## src/rtl/cache_pkg.sv

```systemverilog
// rtl/cache_pkg.sv - shared state encoding and width helpers for the cache page slot
package cache_pkg;

    typedef enum logic [1:0] {
        ST_EMPTY    = 2'd0,
        ST_LOADING  = 2'd1,
        ST_LOADED   = 2'd2,
        ST_FLUSHING = 2'd3
    } page_state_t;

    function automatic int tag_bits(input int address_size, input int word_bits);
        return address_size - word_bits - 2;
    endfunction

    function automatic int slot_address_bits(input int index_bits, input int word_bits);
        return index_bits + word_bits + 2;
    endfunction

endpackage

```

## src/rtl/cache_page_if.sv

```systemverilog
// rtl/cache_page_if.sv - bus-side and memory-side signal bundle of one cache page slot
interface cache_page_if
    import cache_pkg::*;
#(
    parameter int ADDRESS_SIZE = 24,
    parameter int WORD_BITS    = 5,
    parameter int INDEX_BITS   = 4
);
    localparam int SLOT_BITS = slot_address_bits(INDEX_BITS, WORD_BITS);

    logic                    bus_enable;
    logic                    bus_write;
    logic [ADDRESS_SIZE-1:0] bus_address;
    logic                    page_selected;
    logic                    page_valid;
    logic                    word_ready;
    logic [SLOT_BITS-1:0]    bus_sram_address;

    logic [SLOT_BITS-1:0]    sram_address;
    logic                    sram_busy;
    logic                    mem_read;
    logic                    mem_write;
    logic [ADDRESS_SIZE-1:0] mem_address;
    logic                    mem_ack;

    modport master (
        output bus_enable, bus_write, bus_address, page_selected, sram_busy, mem_ack,
        input  page_valid, word_ready, bus_sram_address, sram_address,
               mem_read, mem_write, mem_address
    );

    modport slave (
        input  bus_enable, bus_write, bus_address, page_selected, sram_busy, mem_ack,
        output page_valid, word_ready, bus_sram_address, sram_address,
               mem_read, mem_write, mem_address
    );

endinterface

```

## src/rtl/cache_word_scan.sv

```systemverilog
// rtl/cache_word_scan.sv - wrapping word pointer shared by the fill and flush sweeps
module cache_word_scan #(
    parameter int WORD_BITS = 5
) (
    input  logic                 clk,
    input  logic                 rst,
    input  logic                 load,
    input  logic [WORD_BITS-1:0] load_word,
    input  logic                 step,
    output logic [WORD_BITS-1:0] pointer,
    output logic                 done
);
    // count tracks steps since load, so a sweep ends after one full lap whatever the start word
    logic [WORD_BITS-1:0] count;

    assign done = step && (count == '1);

    always_ff @(posedge clk or negedge rst) begin
        if (!rst) begin
            pointer <= '0;
            count   <= '0;
        end else if (load) begin
            pointer <= load_word;
            count   <= '0;
        end else if (step) begin
            pointer <= pointer + 1'b1;
            count   <= count + 1'b1;
        end
    end

endmodule

```

## src/rtl/cache_page.sv

```systemverilog
// rtl/cache_page.sv - one page slot of a paged cache: critical-word-first fill, dirty write-back
module cache_page
    import cache_pkg::*;
#(
    parameter int ADDRESS_SIZE = 24,
    parameter int WORD_BITS    = 5,
    parameter int INDEX_BITS   = 4,
    parameter int INDEX        = 0
) (
    input  logic clk,
    input  logic rst,
    input  logic auto_paging,
    input  logic auto_paging_changed,
    input  logic manual_set,
    input  logic [tag_bits(ADDRESS_SIZE, WORD_BITS)-INDEX_BITS-1:0] manual_page,
    input  logic invalidate,
    input  logic write_back_en,
    output logic dirty,
    cache_page_if.slave bus
);
    localparam int TAG_BITS = tag_bits(ADDRESS_SIZE, WORD_BITS);
    localparam int WORDS    = 1 << WORD_BITS;
    localparam logic [INDEX_BITS-1:0] SLOT = INDEX[INDEX_BITS-1:0];

    page_state_t          state;
    logic [TAG_BITS-1:0]  tag;
    logic [TAG_BITS-1:0]  pend_tag;
    logic [WORD_BITS-1:0] pend_start;
    logic                 pending;
    logic                 ack_pending;
    logic                 mem_read_q;
    logic [WORDS-1:0]     valid_bits;
    logic [WORDS-1:0]     dirty_bits;

    logic                 aligned;
    logic [WORD_BITS-1:0] w;
    logic [TAG_BITS-1:0]  bus_tag;
    logic [TAG_BITS-1:0]  new_tag;
    logic [WORD_BITS-1:0] new_start;
    logic                 tag_match;
    logic                 auto_miss;
    logic                 manual_change;
    logic                 change;
    logic                 kill;
    logic                 flush_ok;
    logic                 transferring;
    logic                 complete;
    logic                 step;
    logic                 start_fill;
    logic                 start_flush;
    logic                 resume_fill;
    logic                 scan_load;
    logic [WORD_BITS-1:0] scan_load_word;
    logic [WORD_BITS-1:0] ptr;
    logic                 scan_done;

    assign aligned   = bus.bus_enable && (bus.bus_address[1:0] == 2'b00);
    assign w         = bus.bus_address[WORD_BITS+1:2];
    assign bus_tag   = bus.bus_address[ADDRESS_SIZE-1:WORD_BITS+2];
    // in manual mode the slot only owns addresses whose low tag bits equal its index
    assign tag_match = auto_paging ? (tag == bus_tag)
                                   : (tag[INDEX_BITS-1:0] == bus_tag[INDEX_BITS-1:0]);

    assign bus.page_valid = ((state == ST_LOADING) || (state == ST_LOADED)) && tag_match;
    assign bus.word_ready = bus.page_valid && bus.page_selected && valid_bits[w]
                            && (state != ST_FLUSHING);

    assign auto_miss     = aligned && bus.page_selected && auto_paging && !bus.page_valid;
    assign manual_change = !auto_paging && manual_set;
    assign change        = auto_miss || manual_change;
    assign new_tag       = manual_change ? {manual_page, SLOT} : bus_tag;
    assign new_start     = manual_change ? '0 : w;
    assign kill          = invalidate || auto_paging_changed;
    assign dirty         = |dirty_bits;
    assign flush_ok      = dirty && write_back_en;

    // an ack seen while the SRAM port is busy is held until the port frees up
    assign transferring = (state == ST_LOADING) || ((state == ST_FLUSHING) && dirty_bits[ptr]);
    assign complete     = transferring && !bus.sram_busy && (bus.mem_ack || ack_pending);
    assign step         = ((state == ST_LOADING) && complete)
                       || ((state == ST_FLUSHING) && (!dirty_bits[ptr] || complete));

    assign start_fill     = !kill && change
                            && ((state == ST_EMPTY) || ((state == ST_LOADED) && !flush_ok));
    assign start_flush    = (state == ST_LOADED) && flush_ok && (kill || change);
    assign resume_fill    = (state == ST_FLUSHING) && scan_done && pending;
    assign scan_load      = start_fill || start_flush || resume_fill;
    assign scan_load_word = start_fill ? new_start : (resume_fill ? pend_start : '0);

    cache_word_scan #(
        .WORD_BITS (WORD_BITS)
    ) u_scan (
        .clk       (clk),
        .rst       (rst),
        .load      (scan_load),
        .load_word (scan_load_word),
        .step      (step),
        .pointer   (ptr),
        .done      (scan_done)
    );

    assign bus.mem_read         = mem_read_q;
    assign bus.mem_write        = (state == ST_FLUSHING) && dirty_bits[ptr];
    assign bus.mem_address      = {tag, ptr, 2'b00};
    assign bus.sram_address     = {SLOT, ptr, 2'b00};
    assign bus.bus_sram_address = {SLOT, w, 2'b00};

    always_ff @(posedge clk or negedge rst) begin
        if (!rst) begin
            state       <= ST_EMPTY;
            tag         <= '0;
            pend_tag    <= '0;
            pend_start  <= '0;
            pending     <= 1'b0;
            ack_pending <= 1'b0;
            mem_read_q  <= 1'b0;
            valid_bits  <= '0;
            dirty_bits  <= '0;
        end else begin
            if (complete)
                ack_pending <= 1'b0;
            else if (transferring && bus.mem_ack && bus.sram_busy)
                ack_pending <= 1'b1;

            if (aligned && bus.bus_write && bus.word_ready)
                dirty_bits[w] <= 1'b1;

            case (state)
                ST_EMPTY: begin
                    if (start_fill) begin
                        tag        <= new_tag;
                        valid_bits <= '0;
                        dirty_bits <= '0;
                        mem_read_q <= 1'b1;
                        state      <= ST_LOADING;
                    end
                end
                ST_LOADING: begin
                    if (kill) begin
                        mem_read_q  <= 1'b0;
                        ack_pending <= 1'b0;
                        state       <= ST_EMPTY;
                    end else if (complete) begin
                        valid_bits[ptr] <= 1'b1;
                        if (scan_done) begin
                            mem_read_q <= 1'b0;
                            state      <= ST_LOADED;
                        end
                    end
                end
                ST_LOADED: begin
                    if (start_flush) begin
                        pending    <= !kill;
                        pend_tag   <= new_tag;
                        pend_start <= new_start;
                        state      <= ST_FLUSHING;
                    end else if (kill) begin
                        state <= ST_EMPTY;
                    end else if (start_fill) begin
                        tag        <= new_tag;
                        valid_bits <= '0;
                        dirty_bits <= '0;
                        mem_read_q <= 1'b1;
                        state      <= ST_LOADING;
                    end
                end
                ST_FLUSHING: begin
                    if (complete)
                        dirty_bits[ptr] <= 1'b0;
                    if (scan_done) begin
                        if (pending) begin
                            tag        <= pend_tag;
                            valid_bits <= '0;
                            dirty_bits <= '0;
                            pending    <= 1'b0;
                            mem_read_q <= 1'b1;
                            state      <= ST_LOADING;
                        end else begin
                            state <= ST_EMPTY;
                        end
                    end
                end
                default: state <= ST_EMPTY;
            endcase
        end
    end

endmodule

```

## src/flat_wrapper.sv

```systemverilog
// flat-port wrapper written by rule: the top's interface ports become plain ports
module cache_page_flat import cache_pkg::*;
#(
    parameter int ADDRESS_SIZE = 24,
    parameter int WORD_BITS    = 5,
    parameter int INDEX_BITS   = 4,
    parameter int INDEX        = 0
)
  (clk, rst, auto_paging, auto_paging_changed, manual_set, manual_page, invalidate, write_back_en, dirty, bus_bus_enable, bus_bus_write, bus_bus_address, bus_page_selected, bus_sram_busy, bus_mem_ack, bus_page_valid, bus_word_ready, bus_bus_sram_address, bus_sram_address, bus_mem_read, bus_mem_write, bus_mem_address);
  cache_page_if #(.ADDRESS_SIZE(ADDRESS_SIZE), .WORD_BITS(WORD_BITS), .INDEX_BITS(INDEX_BITS)) bus_i ();
  input  logic clk;
  input  logic rst;
  input  logic auto_paging;
  input  logic auto_paging_changed;
  input  logic manual_set;
  input  logic [tag_bits(ADDRESS_SIZE, WORD_BITS)-INDEX_BITS-1:0] manual_page;
  input  logic invalidate;
  input  logic write_back_en;
  output logic dirty;
  input wire logic [$bits(bus_i.bus_enable)-1:0] bus_bus_enable;
  input wire logic [$bits(bus_i.bus_write)-1:0] bus_bus_write;
  input wire logic [$bits(bus_i.bus_address)-1:0] bus_bus_address;
  input wire logic [$bits(bus_i.page_selected)-1:0] bus_page_selected;
  input wire logic [$bits(bus_i.sram_busy)-1:0] bus_sram_busy;
  input wire logic [$bits(bus_i.mem_ack)-1:0] bus_mem_ack;
  output wire logic [$bits(bus_i.page_valid)-1:0] bus_page_valid;
  output wire logic [$bits(bus_i.word_ready)-1:0] bus_word_ready;
  output wire logic [$bits(bus_i.bus_sram_address)-1:0] bus_bus_sram_address;
  output wire logic [$bits(bus_i.sram_address)-1:0] bus_sram_address;
  output wire logic [$bits(bus_i.mem_read)-1:0] bus_mem_read;
  output wire logic [$bits(bus_i.mem_write)-1:0] bus_mem_write;
  output wire logic [$bits(bus_i.mem_address)-1:0] bus_mem_address;
  assign bus_i.bus_enable = bus_bus_enable;
  assign bus_i.bus_write = bus_bus_write;
  assign bus_i.bus_address = bus_bus_address;
  assign bus_i.page_selected = bus_page_selected;
  assign bus_i.sram_busy = bus_sram_busy;
  assign bus_i.mem_ack = bus_mem_ack;
  assign bus_page_valid = bus_i.page_valid;
  assign bus_word_ready = bus_i.word_ready;
  assign bus_bus_sram_address = bus_i.bus_sram_address;
  assign bus_sram_address = bus_i.sram_address;
  assign bus_mem_read = bus_i.mem_read;
  assign bus_mem_write = bus_i.mem_write;
  assign bus_mem_address = bus_i.mem_address;
  cache_page #(.ADDRESS_SIZE(ADDRESS_SIZE), .WORD_BITS(WORD_BITS), .INDEX_BITS(INDEX_BITS), .INDEX(INDEX)) u_core (.clk(clk), .rst(rst), .auto_paging(auto_paging), .auto_paging_changed(auto_paging_changed), .manual_set(manual_set), .manual_page(manual_page), .invalidate(invalidate), .write_back_en(write_back_en), .dirty(dirty), .bus(bus_i));
endmodule
```

## config.mk

```make
export PLATFORM = sky130hd
export DESIGN_NAME = cache_page_flat
export DESIGN_NICKNAME = d
export VERILOG_FILES = /design/src/rtl/cache_pkg.sv /design/src/rtl/cache_page_if.sv /design/src/rtl/cache_word_scan.sv /design/src/rtl/cache_page.sv /design/src/flat_wrapper.sv
export SDC_FILE = /design/constraint.sdc
export NUM_CORES = 1
export LEC_CHECK = 0
export CORE_ASPECT_RATIO = 1.75
export CORE_MARGIN = 3
export CORE_UTILIZATION = 50
export CTS_CLUSTER_SIZE = 20
export DETAILED_ROUTE_END_ITERATION = 10
export MAX_ROUTING_LAYER = met4
export PLACE_DENSITY = 0.77
export RECOVER_POWER = 100
export SLEW_MARGIN = 20
export SYNTH_ARGS = -nofsm -noshare
export SYNTH_HDL_FRONTEND = slang
export SYNTH_SLANG_ARGS = --single-unit
```

## constraint.sdc

```tcl
create_clock -name clk -period 2.4 [get_ports clk]
set_input_delay 0.36 -clock clk [delete_from_list [all_inputs] [get_ports clk]]
set_output_delay 0.36 -clock clk [all_outputs]
set_load 0.01 [all_outputs]
```

==> results.md <==
* Non-filler cells, final at between 1000 and 1500
* Logic pwr share at between 40% and 50%
* Core Rows at 56
* Routed WL at 31.9 mm
* Vias post-DR at roughly 8000
* Critical path required time at approximately 2700 ps
* Worst Path Buf+Inv at 3
* PD cells at between 900 and 1000 mW/mm2
* GRT overflow at 0
* Clock buffer count from CTS at 17
* Failing checks: setup timing
* Setup TNS at -51390 ps
* Peak VDD IR at 0.732 mV
* Clock share of power at a little over a quarter
* HPWL after DPL at around 16 mm
* Capture point of the worst reg-to-reg path: u_core.valid_bits[25]
* Share of cells above drive strength 1 at 38.0%
* Seq/Total Area, Yosys at between 40% and 50%
* Final worst setup slack at -662 ps
* Clock slew at reported path FFs at roughly 60 ps
* Fin area at 0.0108 mm2
* Int Pwr at approximately 6.3 mW
* FF-to-FF Start: u_core.dirty_bits[23]
* Fin crit period at about 3100 ps
* Family with the most delay on the worst path: simple AND/OR/NAND/NOR gates
* Fmax at ~330 MHz
* Crit Path Class: reg2reg
* CTS tree: yes
* Slowest cell on the critical path: nor4_2
* Most frequent cells in the layout: buf_4 (130), dfrtp_1 (117), nor2_1 (79)
* Final nets at 1011
* Die Wd at between 90 and 100 um
* Primary FF master, synth: dfrtp_1
* Number of flops mapped to enable cells by yosys at 0
* Synthesized area per cell at 9.65 um2
* FF+latch area at about 0.0030 mm2
* Crit path DAT at approximately 3400 ps
* Commonest non-fill, non-tap cell in the layout: buf_4
* H-tree Lvls at 4
* All-Layer GR Usage at between 30% and 40%
* Place WS at -789 ps
* Tcrit/Tclk final at 128%
* Final Hold Fails at 0
* Initial Utilization at 51.6%
* RSZ-0062 raised after global routing: yes
* Via density at ~7.0
* Multi-input combinational cell area at 0.00430 mm2
* Rel. slew slack at about a third
* Switching Share at 39.0%
* FFs w/ async S/R, synth at 100%
* Worst Hold End: u_core.pend_tag[8]
* # diodes at 0
* First-pass GRT wire length at 41.9 mm
* Crit end category: flop
* Total core area at 0.0135 mm2
* Antenna-violating nets left at 0
* DR WL/cell at between 20 and 30 um
* Cell variety after synth at 62
* Critical Path Max Stage Delay at around 440 ps
* PortBufs at 85
* Routability cong. at around 0.96
* R2R depth at 11
* Initial DRC Count at 1025
* TritonRoute pass-1 iters at 8
* Worst hold stages at 2
* Max Cap Viol at 0
* Vias in the first global route at about 7800
* Placed Instances at 1060
* Crit path max fanout at 8
* Psw at ~4 mW
* Part of the power in registers at a little over a quarter
* Residual DRC at 0
* P_leak at between 4 and 5 nW
* Fillers at 679
* Synth warn at 0
* Clock Tree Buf Depth at 2
* Die area at approximately 0.015 mm2
* Largest net degree at the start of global routing at 42
* Die extent in y at approximately 160 um
* Clock skew at ~13 ps
* Area of placed instances at 0.00902 mm2
* Setup Viol. Count Final at 122
* Area growth syn-to-layout at 55.4%
* Clock latency on the worst-skew pair at around 430 ps
* Sequence of cells on the critical path: nor4_2 > nand4_1 > or2_4 > a31oi_4 > buf_4 > a31oi_4 > o22ai_2 > buf_6 > buf_6 > a41oi_1 > nor2_1
* Mapped cell area at 0.00698 mm2
* Status: finished with violations
* Reg2reg setup slack at -660 ps
* Hold_sp: u_core.pend_tag[8]
* Syn Inst Count at ~720
* Startpoint types: flop
* Worst hold path class: reg2reg
* Post-synthesis sequential element count at approximately 120
* Root Driver: clkbuf_16
* Max Slew Vio Count at 0
* I/O pin count at 100
* Initial antenna violation count at 0
* Slew at the pin with the worst max-slew slack at 975 ps
* Clock sink count at 118
==> worst max-delay path by stage <==
| stage | start | end | slack (ps) | cells past startpoint |
|---|---|---|---|---|
| floorplan | u_core.u_scan.pointer[1] | u_core.valid_bits[20] | -80 | 9 |
| global placement | bus_bus_address[2] | bus_word_ready | -750 | 7 |
| detailed placement | bus_bus_address[2] | bus_word_ready | -790 | 7 |
| CTS | u_core.dirty_bits[27] | u_core.tag[10] | -260 | 10 |
| global route | u_core.dirty_bits[23] | u_core.valid_bits[25] | -660 | 11 |
| finish | u_core.dirty_bits[23] | u_core.valid_bits[25] | -660 | 11 |
==> cell families after synthesis <==
logic type | count (synthesis) | share of synthesized area (%)
AO/OA/AOI/OAI | 187 | 19.2
XOR/XNOR | 22 | 2.76
adder cells (fa/ha/maj) | 10 | 1.79
buffers and inverters | 89 | 6.92
flip-flops | 118 | 42.3
multiplexers | 56 | 10.3
other | 1 | 0.0537
AND/OR/NAND/NOR | 240 | 16.7
==> cells in the mapped netlist (4+ instances only) <==
cell / number / area share, %
dfrtp_1: 118 / 42
nor2_1: 90 / 4.8
nand2_1: 68 / 3.7
o21ai_0: 43 / 3.1
a31oi_1: 36 / 3.2
o22a_1: 33 / 4.1
a41oi_1: 32 / 4.0
clkbuf_1: 32 / 1.7
buf_4: 27 / 2.9
mux2i_1: 27 / 3.9
nand3_1: 16 / 1.1
a21oi_1: 15 / 1.1
buf_2: 14 / 1.0
mux2_2: 14 / 2.3
mux4_2: 11 / 3.5
xnor2_1: 11 / 1.4
xor2_1: 11 / 1.4
ha_1: 10 / 1.8
nor4_1: 10 / 0.90
inv_1: 9 / 0.48
nand4_1: 8 / 0.72
nor3_1: 7 / 0.50
nand3b_1: 6 / 0.65
nor3b_1: 6 / 0.65
o22ai_1: 5 / 0.45
or3b_2: 5 / 0.63
buf_6: 4 / 0.65
mux2_1: 4 / 0.65
==> per-layer routing <==
layer  wire (um)  part of all wire (%)  GRT usage (%)  vias up
met5           0                     0              -        -
met4        3330                    10           25.5        0
met3        3410                    11           7.69      320
met2       15300                    48           60.9      750
met1        9870                    31           38.4     3823
li1            -                     -              -     3108
==> state kept, by name, summed over array words and instances, names as in the netlist <==
| register | cells |
|---|---|
| u_core.state | 2 |
| u_core.pending | 1 |
| u_core.pend_start | 5 |
| u_core.bus.mem_read | 1 |
| u_core.valid_bits | 32 |
| u_core.ack_pending | 1 |
| u_core.u_scan.count | 5 |
| u_core.u_scan.pointer | 5 |
| u_core.dirty_bits | 32 |
| u_core.tag | 17 |
| u_core.pend_tag | 17 |
==> cell type report <==
type	instances	area share (%)
tap	174	2.01
inverter	9	0.311
clock buffer	18	3.96
clock inverter	14	1.83
timing repair buffer	275	25.0
multi-input combinational	531	39.7
sequential	118	27.2
==> repair_timing <==
action                                  in CTS  in global routing
gates cloned                                 7                  5
endpoints found under the hold margin       31                  0
setup buffers                               21                 20
pin swaps                                   28                 66
endpoints found under the setup margin     114                122
hold buffers                                 1                  0
resized for setup                          105                 94
==> metrics by stage <==
stage                     total power, mW  hold WS (ps)  utilization [%]
final                                10.3           502             80.2
after global routing                 10.5           533             80.2
after CTS                            9.63           432             76.2
after detailed placement             6.39           342             66.7
after global placement               6.26           333             66.7
after floorplan                      4.75          64.4                -
==> worst register-to-register path, cell delays in order (launching register included) <==
cell and delay (ps):
dfrtp_1 430, nor4_2 440, nand4_1 270, or2_4 350, a31oi_4 230, buf_4 180, a31oi_4 110, o22ai_2 220
buf_6 210, buf_6 180, a41oi_1 200, nor2_1 180
==> power by group through the flow <==
| stage | Sequential [mW] | Combinational (mW) | Clock (mW) |
|---|---|---|---|
| floorplan | 2.68 | 2.07 | 0 |
| global placement | 2.62 | 3.64 | 0 |
| detailed placement | 2.64 | 3.75 | 0 |
| CTS | 2.63 | 4.25 | 2.74 |
| global route | 2.72 | 4.91 | 2.85 |
| finish | 2.70 | 4.78 | 2.78 |
Note: power is estimated with default switching activity, not from simulation.
